<file path="src/rtl/avalon_mm_master.sv">
// Single-outstanding Avalon-MM master: one valid/ready command -> one Avalon transfer.
// Optional waitrequest timeout: define AVALON_MM_MASTER_TIMEOUT_EN.
module avalon_mm_master #(
    parameter int AW     = 8,
    parameter int RD_LAT = 0,
    parameter int TO_CYC = 255
) (
    input  logic          clk,
    input  logic          rst,
    input  logic          cmd_valid,
    output logic          cmd_ready,
    input  logic          cmd_we,
    input  logic [AW-1:0] cmd_addr,
    input  logic [31:0]   cmd_wdata,
    output logic          rsp_valid,
    output logic [31:0]   rsp_rdata,
    output logic          rsp_err,
    output logic [AW-1:0] address,
    output logic [31:0]   writedata,
    input  logic [31:0]   readdata,
    output logic          write,
    output logic          read,
    output logic          chipselect,
    input  logic          waitrequest
);

    typedef enum logic [1:0] {
        IDLE,
        REQ,
        RDWAIT,
        RESP
    } state_t;

    localparam logic [1:0]  LAT    = 2'(RD_LAT);
    localparam logic [15:0] TO_LIM = 16'(TO_CYC);

    state_t        state, state_n;
    logic          we_q, we_n;
    logic [1:0]    lat_cnt, lat_n;
    logic [AW-1:0] addr_n;
    logic [31:0]   wdata_n;
    logic [31:0]   rdata_n;
    logic          cs_n, rd_n, wr_n;
    logic          rv_n, err_n;

`ifdef AVALON_MM_MASTER_TIMEOUT_EN
    logic [15:0] to_cnt, to_n, to_inc;

    assign to_inc = to_cnt + 16'd1;

    always_ff @(posedge clk) begin
        if (rst) begin
            to_cnt <= '0;
        end else begin
            to_cnt <= to_n;
        end
    end
`else
    logic unused_cfg;

    assign unused_cfg = ^TO_LIM;
`endif

    assign cmd_ready = (state == IDLE);

    always_ff @(posedge clk) begin
        if (rst) begin
            state      <= IDLE;
            we_q       <= 1'b0;
            lat_cnt    <= '0;
            address    <= '0;
            writedata  <= '0;
            chipselect <= 1'b0;
            read       <= 1'b0;
            write      <= 1'b0;
            rsp_valid  <= 1'b0;
            rsp_rdata  <= '0;
            rsp_err    <= 1'b0;
        end else begin
            state      <= state_n;
            we_q       <= we_n;
            lat_cnt    <= lat_n;
            address    <= addr_n;
            writedata  <= wdata_n;
            chipselect <= cs_n;
            read       <= rd_n;
            write      <= wr_n;
            rsp_valid  <= rv_n;
            rsp_rdata  <= rdata_n;
            rsp_err    <= err_n;
        end
    end

    always_comb begin
        state_n = state;
        we_n    = we_q;
        lat_n   = lat_cnt;
        addr_n  = address;
        wdata_n = writedata;
        cs_n    = chipselect;
        rd_n    = read;
        wr_n    = write;
        rv_n    = 1'b0;
        rdata_n = rsp_rdata;
        err_n   = 1'b0;
`ifdef AVALON_MM_MASTER_TIMEOUT_EN
        to_n    = to_cnt;
`endif
        unique case (state)
            IDLE: begin
                if (cmd_valid) begin
                    state_n = REQ;
                    we_n    = cmd_we;
                    addr_n  = cmd_addr;
                    wdata_n = cmd_wdata;
                    cs_n    = 1'b1;
                    wr_n    = cmd_we;
                    rd_n    = ~cmd_we;
`ifdef AVALON_MM_MASTER_TIMEOUT_EN
                    to_n    = '0;
`endif
                end
            end
            REQ: begin
                if (!waitrequest) begin
                    cs_n = 1'b0;
                    rd_n = 1'b0;
                    wr_n = 1'b0;
                    if (we_q) begin
                        rdata_n = '0;
                        rv_n    = 1'b1;
                        state_n = RESP;
                    end else if (RD_LAT == 0) begin
                        rdata_n = readdata;
                        rv_n    = 1'b1;
                        state_n = RESP;
                    end else begin
                        lat_n   = 2'd1;
                        state_n = RDWAIT;
                    end
                end
`ifdef AVALON_MM_MASTER_TIMEOUT_EN
                // A stall that lands the counter on the limit abandons the request.
                else if (to_inc == TO_LIM) begin
                    cs_n    = 1'b0;
                    rd_n    = 1'b0;
                    wr_n    = 1'b0;
                    rdata_n = '0;
                    err_n   = 1'b1;
                    rv_n    = 1'b1;
                    to_n    = to_inc;
                    state_n = RESP;
                end else begin
                    to_n = to_inc;
                end
`endif
            end
            RDWAIT: begin
                if (lat_cnt == LAT) begin
                    rdata_n = readdata;
                    rv_n    = 1'b1;
                    state_n = RESP;
                end else begin
                    lat_n = lat_cnt + 2'd1;
                end
            end
            RESP: begin
                state_n = IDLE;
            end
            default: begin
                state_n = IDLE;
            end
        endcase
    end

endmodule

</file>
<file path="config.mk">
export PLATFORM = sky130hd
export DESIGN_NAME = avalon_mm_master
export DESIGN_NICKNAME = d
export VERILOG_FILES = /design/src/rtl/avalon_mm_master.sv
export SDC_FILE = /design/constraint.sdc
export NUM_CORES = 1
export LEC_CHECK = 0
export ABC_AREA = 1
export CAP_MARGIN = 20
export CORE_MARGIN = 2
export CORE_UTILIZATION = 45
export CTS_CLUSTER_DIAMETER = 150
export DETAILED_ROUTE_END_ITERATION = 10
export PLACE_DENSITY_LB_ADDON = 0.12
export SLEW_MARGIN = 20
export SYNTH_ARGS = -nofsm -noshare
export SYNTH_HDL_FRONTEND = slang
export SYNTH_SLANG_ARGS = --single-unit
</file>
<file path="constraint.sdc">
create_clock -name clk -period 2.6 [get_ports clk]
set_input_delay 0.39 -clock clk [delete_from_list [all_inputs] [get_ports clk]]
set_output_delay 0.39 -clock clk [all_outputs]
set_load 0.005 [all_outputs]
</file>
Word-level counts from Yosys, hierarchy flattened:

Cells that the tools add are included.

* register bits after elaboration: 81
* input port bits: 77
* output and inout port bits: 78
* logic and storage cells: 46

* add/subtract/negate cells: 1
* equal/unequal tests: 6
* mux-type cells: 18
* bitwise gates (word level): 2
* reductions and logical operators: 9

Operator list (count)
* 32-bit 2-to-1 mux: 3
* 32-bit case mux with 2 select lines: 1
* 3-bit AND reduction: 3
* 1-bit case mux with 2 select lines: 4
* 2-bit case mux with 4 select lines: 1
* 1-bit 2-to-1 mux: 6
* 2-bit 2-to-1 mux: 3
* 2-bit inequality test (second input constant): 3
* 2-bit equality test (second input constant): 2
* 2-bit zero test: 2
* 2-bit AND reduction: 2
* 2-bit nonzero test: 2
* 2-bit by 1-bit adder with 2-bit output (second input constant): 1
* 2-bit by 1-bit equality test with 1-bit output (second input constant): 1
* 1-bit NOT: 2

Logic depth before layout (Yosys ltp):

Gate-level depths: netlist (run 1).

* depth in word-level cells: 3
* depth in mapped cells: 10
* gate-level depth less buffers: 9

Worst setup path after synthesis (run 1):

OpenSTA, ideal clock, no wires.

* kind: register to register
* start point: register state[0]
* end point: register rsp_rdata[14]
* library setup time: 0.114 ns
* arrival: 1.250 ns
* required time: 2.486 ns
* setup slack: 1.236 ns
* cell stages (with the launch flop): 10
* buffers on the path: 1
* clock period less this slack: 1.364 ns
* cells stage by stage: dfxtp_1 > inv_1 > ha_1 > inv_1 > nand2_1 > nand2_2 > nand2_4 > buf_6 > nor2_1 > nor2_2

* cells in the longest elaborated chain, start to end: 3
* elaborated cells on any way between the ends: 7
* classes of those cells: 4 x eq/ne; 1 x mux; 2 x reduce/logical

RTL lines
* start: declaration: line 37 `state_t state, state_n;`
* start signal: assignment: line 80 `state <= state_n;`
* 2-bit equality test / 2-bit by 1-bit equality test with 1-bit output (equally long branches): line 109 `unique case (state)`
* 2-bit inequality test (no line) / 2-bit nonzero test (equally long branches)
* 3-bit AND reduction (no line)
* end signal: assignment: line 89 `rsp_rdata <= rdata_n;`
* end: declaration: line 16 `output logic [31:0] rsp_rdata,`

Several ways; a longest one is shown, not always the timed one.
A chain may end at the register's enable or synchronous reset.

Final worst setup path (run 1):

* start point: register state[0]
* end point: output cmd_ready

* cells in the longest elaborated chain, start to end: 1

RTL lines
* 2-bit zero test: line 64 `assign cmd_ready = (state == IDLE);`
* end: declaration: line 11 `output logic cmd_ready,`

Every way passes these cells.

==> flow_summary.yaml, run 1 <==
outcome:
  status: "complete, no violations"
synthesis:
  synthTopCellsByArea: "dfxtp_1 (47%), nor2_1 (19%), nand2_1 (9.2%)"
  synthCells: 505
  synth-seq-cells: 81
  synth_edf_count: 0
  synth_top_area_share_pct: 47.1
  synth.distinct_cells: 20
  seq_area_frac_synth_pct: 47.1
  synth_ff_type: "dfxtp_1"
  synth_commonest_cells: "nor2_1 (174), nand2_1 (84), dfxtp_1 (81), inv_1 (59), o21ai_0 (43)"
  yosys.cell_count.top_type: "nor2_1"
  synth_fp_nets: 589
  async_flop_share_pct: 0
  synth_area_sq_um: 3440
  netlist.top_cell.by_area: "dfxtp_1"
  syn_area_per_cell_sq_um: 6.82
  yosys_warnings: 0
layout:
  finish.utilization_pct: 70.6
  area_growth_pct: 50.3
  finalNetCount: 730
  fillers: 601
  drive_gt1_share_pct: 4.31
  diodes: 0
detailed_routing:
  viasPerCell: 4.49
  vias: 3362
  drc: 0
  final_antenna_net_count: 0
  dr.first_iter.drc_count: 69
  first_pass_iters: 4
  drt_wl_total_um: 8440
  post_drt_wl_per_cell_um: 11.3
pwr:
  p_sw_uw: 1380
  ir_drop_v: 0.000424
  powerDensity_nw_per_um2: 821
  pwr-share-clk_pct: 21.2
  pwr-share-comb_pct: 39.2
  internal_power_uw: 2860
  swShare_pct: 32.6
  p_seq_share_pct: 39.6
  total_leakage_power_uw: 0.00235
sta:
  layout_min_cycle_time_ns: 1.98
  rsz0062_at_grt: "no"
  slew_headroom_pct: 64.3
  finalSetupViolCount: 0
  hold_viol_final: 0
  post-route-period-util_pct: 76.3
  maxSlewViolCount: 0
  max_freq_ghz: 0.504
  worst_pin_slew_ns: 0.536
  fin_skew_ns: 0.00913
  finalSetupTns_ns: 0
die:
  start_util_pct: 47.0
  die_area_sq_um: 8360
  die_w_um: 91.5
  pin_count: 155
  coreArea_sq_um: 7330
  fp-row-count: 31
  dieHeight_um: 91.5
placed_design:
  place.gp.congestion: 0.786
  port_buffers: 153
  dp_hpwl_um: 6120
critical_path:
  arrival_ns: 1.59
  worstPathRequired_ns: 2.21
  r2r_setup_slack_ns: 0.77
  endpoint_kind: "output pin"
  worstPathMaxFanout: 4
  path_class: "reg2out"
  start_kind: "register"
clocking:
  clock_path_buffers: 2
  clkTransAtPathRegs_ns: 0.07
  clock-sinks: 81
  ctsHoldBuffers: 0
  cts_setup_buffers: 0
  cts_resized: 0
  numCtsBuffers: 9
  cts_root_buffer: "clkbuf_8"
  clk_latency_ns: 0.34
  cts_tree: "built"
  h-tree-depth: 3
global_routing:
  grt_pass1_vias: 3144
  grt_max_degree: 44
  grt_pass1_wl_um: 13700
  grtUsageTotal_pct: 20.3
  antenna_found_initial: 0
  grt_overflow: 0
min_path:
  hold_class: "reg2reg"
flow_run:
  maxCapViolCount: 0
-- placed cells by master, fill, tap and decap left out, drive strengths merged --
master         count
nand2             87
clkdlybuf4s50    153
bufinv             1
conb               1
ha                 7
nand3             15
clkinvlp           2
clkbuf            11
buf                4
o21ai             43
inv               62
nor2             177
dfxtp             81
clkinv             1
a21oi              5
-- area by class of cell --
cell class	count	area, sq um	area share (%)
Clock inverter	4	53.8	1.04
Sequential cell	81	1620	31.3
Multi-Input combinational cell	335	1430	27.6
Timing Repair Buffer	157	1570	30.4
Inverter	62	233	4.50
Clock buffer	11	141	2.73
Tap cell	99	124	2.39
-- logic make-up after synthesis --
logic type               synth area share [%]
AO/OA/AOI/OAI                            7.09
adder cells (fa/ha/maj)                  2.54
buffers and inverters                    11.5
flip-flops                               47.1
other                                   0.109
AND/OR/NAND/NOR                          31.7
-- critical path, cell delays in order (launching register included) --
cell and delay [ns]:
dfxtp_1 0.35, inv_1 0.14, ha_1 0.23, clkdlybuf4s50_1 0.54
-- routing by layer --
metal / GRT usage (%) / share of wire [%]
met1: 22.2 / 41
met2: 34.7 / 48
met3: 7.55 / 8.7
met4: 8.96 / 1.8
met5: 0 / 0
-- state kept, by name (all words and copies together), names as in the netlist --
name        flops
rsp_rdata      32
writedata      32
address         8
lat_cnt         2
state           2
chipselect      1
read            1
rsp_valid       1
we_q            1
write           1
-- power by group through the flow --
stage	Combinational [uW]	Clock (uW)	Sequential [uW]
after floorplan	879	0	1730
after global placement	1620	0	1700
after detailed placement	1670	0	1710
after CTS	1680	921	1680
after global routing	1860	983	1720
final	1660	900	1680
-- worst paths after layout --
check	cells past startpoint	end	startpoint
setup / recovery	3	cmd_ready	state[0]$_SDFFE_PP0P_
hold / removal	2	chipselect$_SDFFE_PP0P_	chipselect$_SDFFE_PP0P_
setup reg to reg	8	rsp_rdata[27]$_SDFFE_PP0P_	state[0]$_SDFFE_PP0P_
hold reg to reg	2	chipselect$_SDFFE_PP0P_	chipselect$_SDFFE_PP0P_
-- through the flow --
| stage | setup slack (ns) | hold WS [ns] | cell area, sq um | power [uW] | instances |
|---|---|---|---|---|---|
| after floorplan | 1.24 | 0.434 | 3440 | 2600 | 505 |
| after global placement | 0.790 | 0.440 | 4980 | 3320 | 734 |
| after detailed placement | 0.661 | 0.447 | 4980 | 3380 | 734 |
| after CTS | 0.593 | 0.459 | 5170 | 4290 | 749 |
| after global routing | 0.520 | 0.472 | 5170 | 4570 | 749 |
| final | 0.616 | 0.455 | 5170 | 4250 | 749 |
Power figures use the tool's default switching activity.
==> inputs of run 2 (changes only) <==
Settings changed: CORE_UTILIZATION 45 to 38.
Clock period 2.6 ns to 1.7 ns, I/O delays scaled along.
==> run 2 against run 1 <==
Effect of this change: worst setup slack lost 0.44 ns; highest routed layer unchanged; critical path depth grew 6; flip-flop and latch count is the same; global-route usage shrank 2.8 points; utilization shrank 10 points; clock skew grew 0.00066 ns; via count shrank 0.12%; sequential power grew 54%.
==> flow_summary.yaml, run 2 (synthesis gave the netlist of run 1 again) <==
sta:
  max_freq_ghz: 0.655
  finalSetupTns_ns: 0
  whs_ns: 0.454
  hold_viol_final: 0
  rsz0062_at_grt: "no"
  post-route-period-util_pct: 89.9
  maxSlewViolCount: 0
  layout_min_cycle_time_ns: 1.53
  finalSetupViolCount: 0
  fin_skew_ns: 0.00979
min_path:
  hold_class: "reg2reg"
  hold_start: "chipselect$_SDFFE_PP0P_"
critical_path:
  r2r_setup_slack_ns: 0.17
  path_buf_inv: 4
  max_stage_delay_ns: 0.36
  rr_endpoint: "rsp_rdata[18]$_SDFFE_PP0P_"
  ff2ff_path_depth: 9
  cpMaxStageDelayCell: "dfxtp_2"
  path_class: "reg2reg"
  cp.depth: 9
  cp-endpoint: "rsp_rdata[18]$_SDFFE_PP0P_"
  regToRegStartpoint: "state[1]$_SDFFE_PP0P_"
  crit_family: "buffers and inverters"
  worstPathRequired_ns: 1.99
  crit_chain: "inv_2 -> buf_4 -> ha_1 -> nand2_4 -> inv_2 -> a21oi_2 -> buf_4 -> nor2_1 -> nor2_1"
  start_kind: "register"
  crit_start: "state[1]$_SDFFE_PP0P_"
  worstPathMaxFanout: 11
  arrival_ns: 1.82
  endpoint_kind: "register"
placed_design:
  postPlaceCellArea_sq_um: 5030
  dp_hpwl_um: 6070
  place.gp.congestion: 0.814
  port_buffers: 153
detailed_routing:
  post_drt_wl_per_cell_um: 11.2
  top_layer_used: "met4"
  vias: 3358
  first_pass_iters: 4
  viasPerCell: 4.39
  dr.first_iter.drc_count: 67
  final_antenna_net_count: 0
  dr_wl_met3_um: 846
  drc: 0
  drt_wl_total_um: 8540
  wl_met2_um: 3970
  wl_met1_um: 3590
die:
  fp-row-count: 34
  pin_count: 155
  die_w_um: 99.2
  die_area_sq_um: 9840
  start_util_pct: 39.3
  dieHeight_um: 99.2
  coreArea_sq_um: 8760
clocking:
  ctsHoldBuffers: 0
  cts_root_buffer: "clkbuf_8"
  h-tree-depth: 3
  cts_tree: "built"
  clock-sinks: 81
  numCtsBuffers: 9
  clk_latency_ns: 0.35
  clkTransAtPathRegs_ns: 0.09
  clock_path_buffers: 2
global_routing:
  grt_overflow: 0
  grtUsageTotal_pct: 17.4
  grt_pass1_wl_um: 13900
  grt_pass1_vias: 3055
  grt_max_degree: 43
  antenna_found_initial: 0
layout:
  final_cell_mix: "nor2_1 (174), clkdlybuf4s50_1 (152), nand2_1 (84)"
  fillers: 832
  diodes: 0
  reg.largest.list: "rsp_rdata (32), writedata (32), address (8)"
  layout_commonest_cell: "nor2_1"
  design_area_sq_um: 5290
  area_growth_pct: 53.7
  drive_gt1_share_pct: 6.24
  finalNetCount: 736
  finish.utilization_pct: 60.4
flow_run:
  maxCapViolCount: 0
pwr:
  ir_drop_v: 0.000521
  total_leakage_power_uw: 0.00240
  powerDensity_nw_per_um2: 1260
outcome:
  status: "complete, no violations"
## run 2: cell types whose count changed in the layout (fill, tap and decap cells not counted), moves of 2 or more
cell / change
buf_4: +4
inv_1: -2
dfxtp_2: +2
dfxtp_1: -2
inv_2: +2
clkinv_4: +2
## run 2: layer usage
metal / global-route usage [%] / vias to the layer above
li1: - / 1796
met3: 7.73 / 10
met5: 0 / -
met1: 20.7 / 1445
met2: 28.4 / 107
met4: 5.37 / 0
## run 2: worst register-to-register path, stage by stage, from the launching register on
cell     delay [ns]
dfxtp_2        0.36
inv_2          0.05
buf_4          0.14
ha_1           0.27
nand2_4        0.16
inv_2          0.06
a21oi_2        0.10
buf_4          0.19
nor2_1         0.06
nor2_1         0.10
## run 2: report_power, final
group | total, uW | internal [uW] | leakage [uW] | switching, uW
clock | 1480 | 766 | 0.000106 | 710
combinational | 2610 | 1380 | 0.00163 | 1230
sequential | 2580 | 2350 | 0.000669 | 230
## run 2: through the flow
stage	total power [uW]	setup slack (ns)	cells
finish	6660	0.172	765
global route	7200	0.0101	765
global placement	5130	0.147	747
CTS	6730	0.0484	765
floorplan	3980	0.336	505
detailed placement	5200	0.0848	747
## run 2: layout make-up
class	instances	area (sq um)	share of cell area (%)
clock buffers	11	151	2.86
clock inverters	5	63.8	1.21
inverters	62	233	4.40
multi-input cells	335	1450	27.4
flip-flops and latches	81	1620	30.7
well taps	108	135	2.56
repair buffers	163	1630	30.9
## run 2: worst min-delay path by stage
stage,slack [ns],endpoint,cells past startpoint
after floorplan,0.42,address[1]$_SDFFE_PP0P_,2
after global placement,0.44,lat_cnt[1]$_SDFFE_PP0P_,2
after detailed placement,0.44,chipselect$_SDFFE_PP0P_,2
after CTS,0.46,chipselect$_SDFFE_PP0P_,2
after global routing,0.51,writedata[29]$_SDFFE_PP0P_,2
final,0.45,chipselect$_SDFFE_PP0P_,2
## run 2: what timing repair did
item                                   CTS  global route
setup endpoints to repair                1            22
gates resized for setup                  6             3
buffers inserted                         2             0
endpoints found under the hold margin    0             0
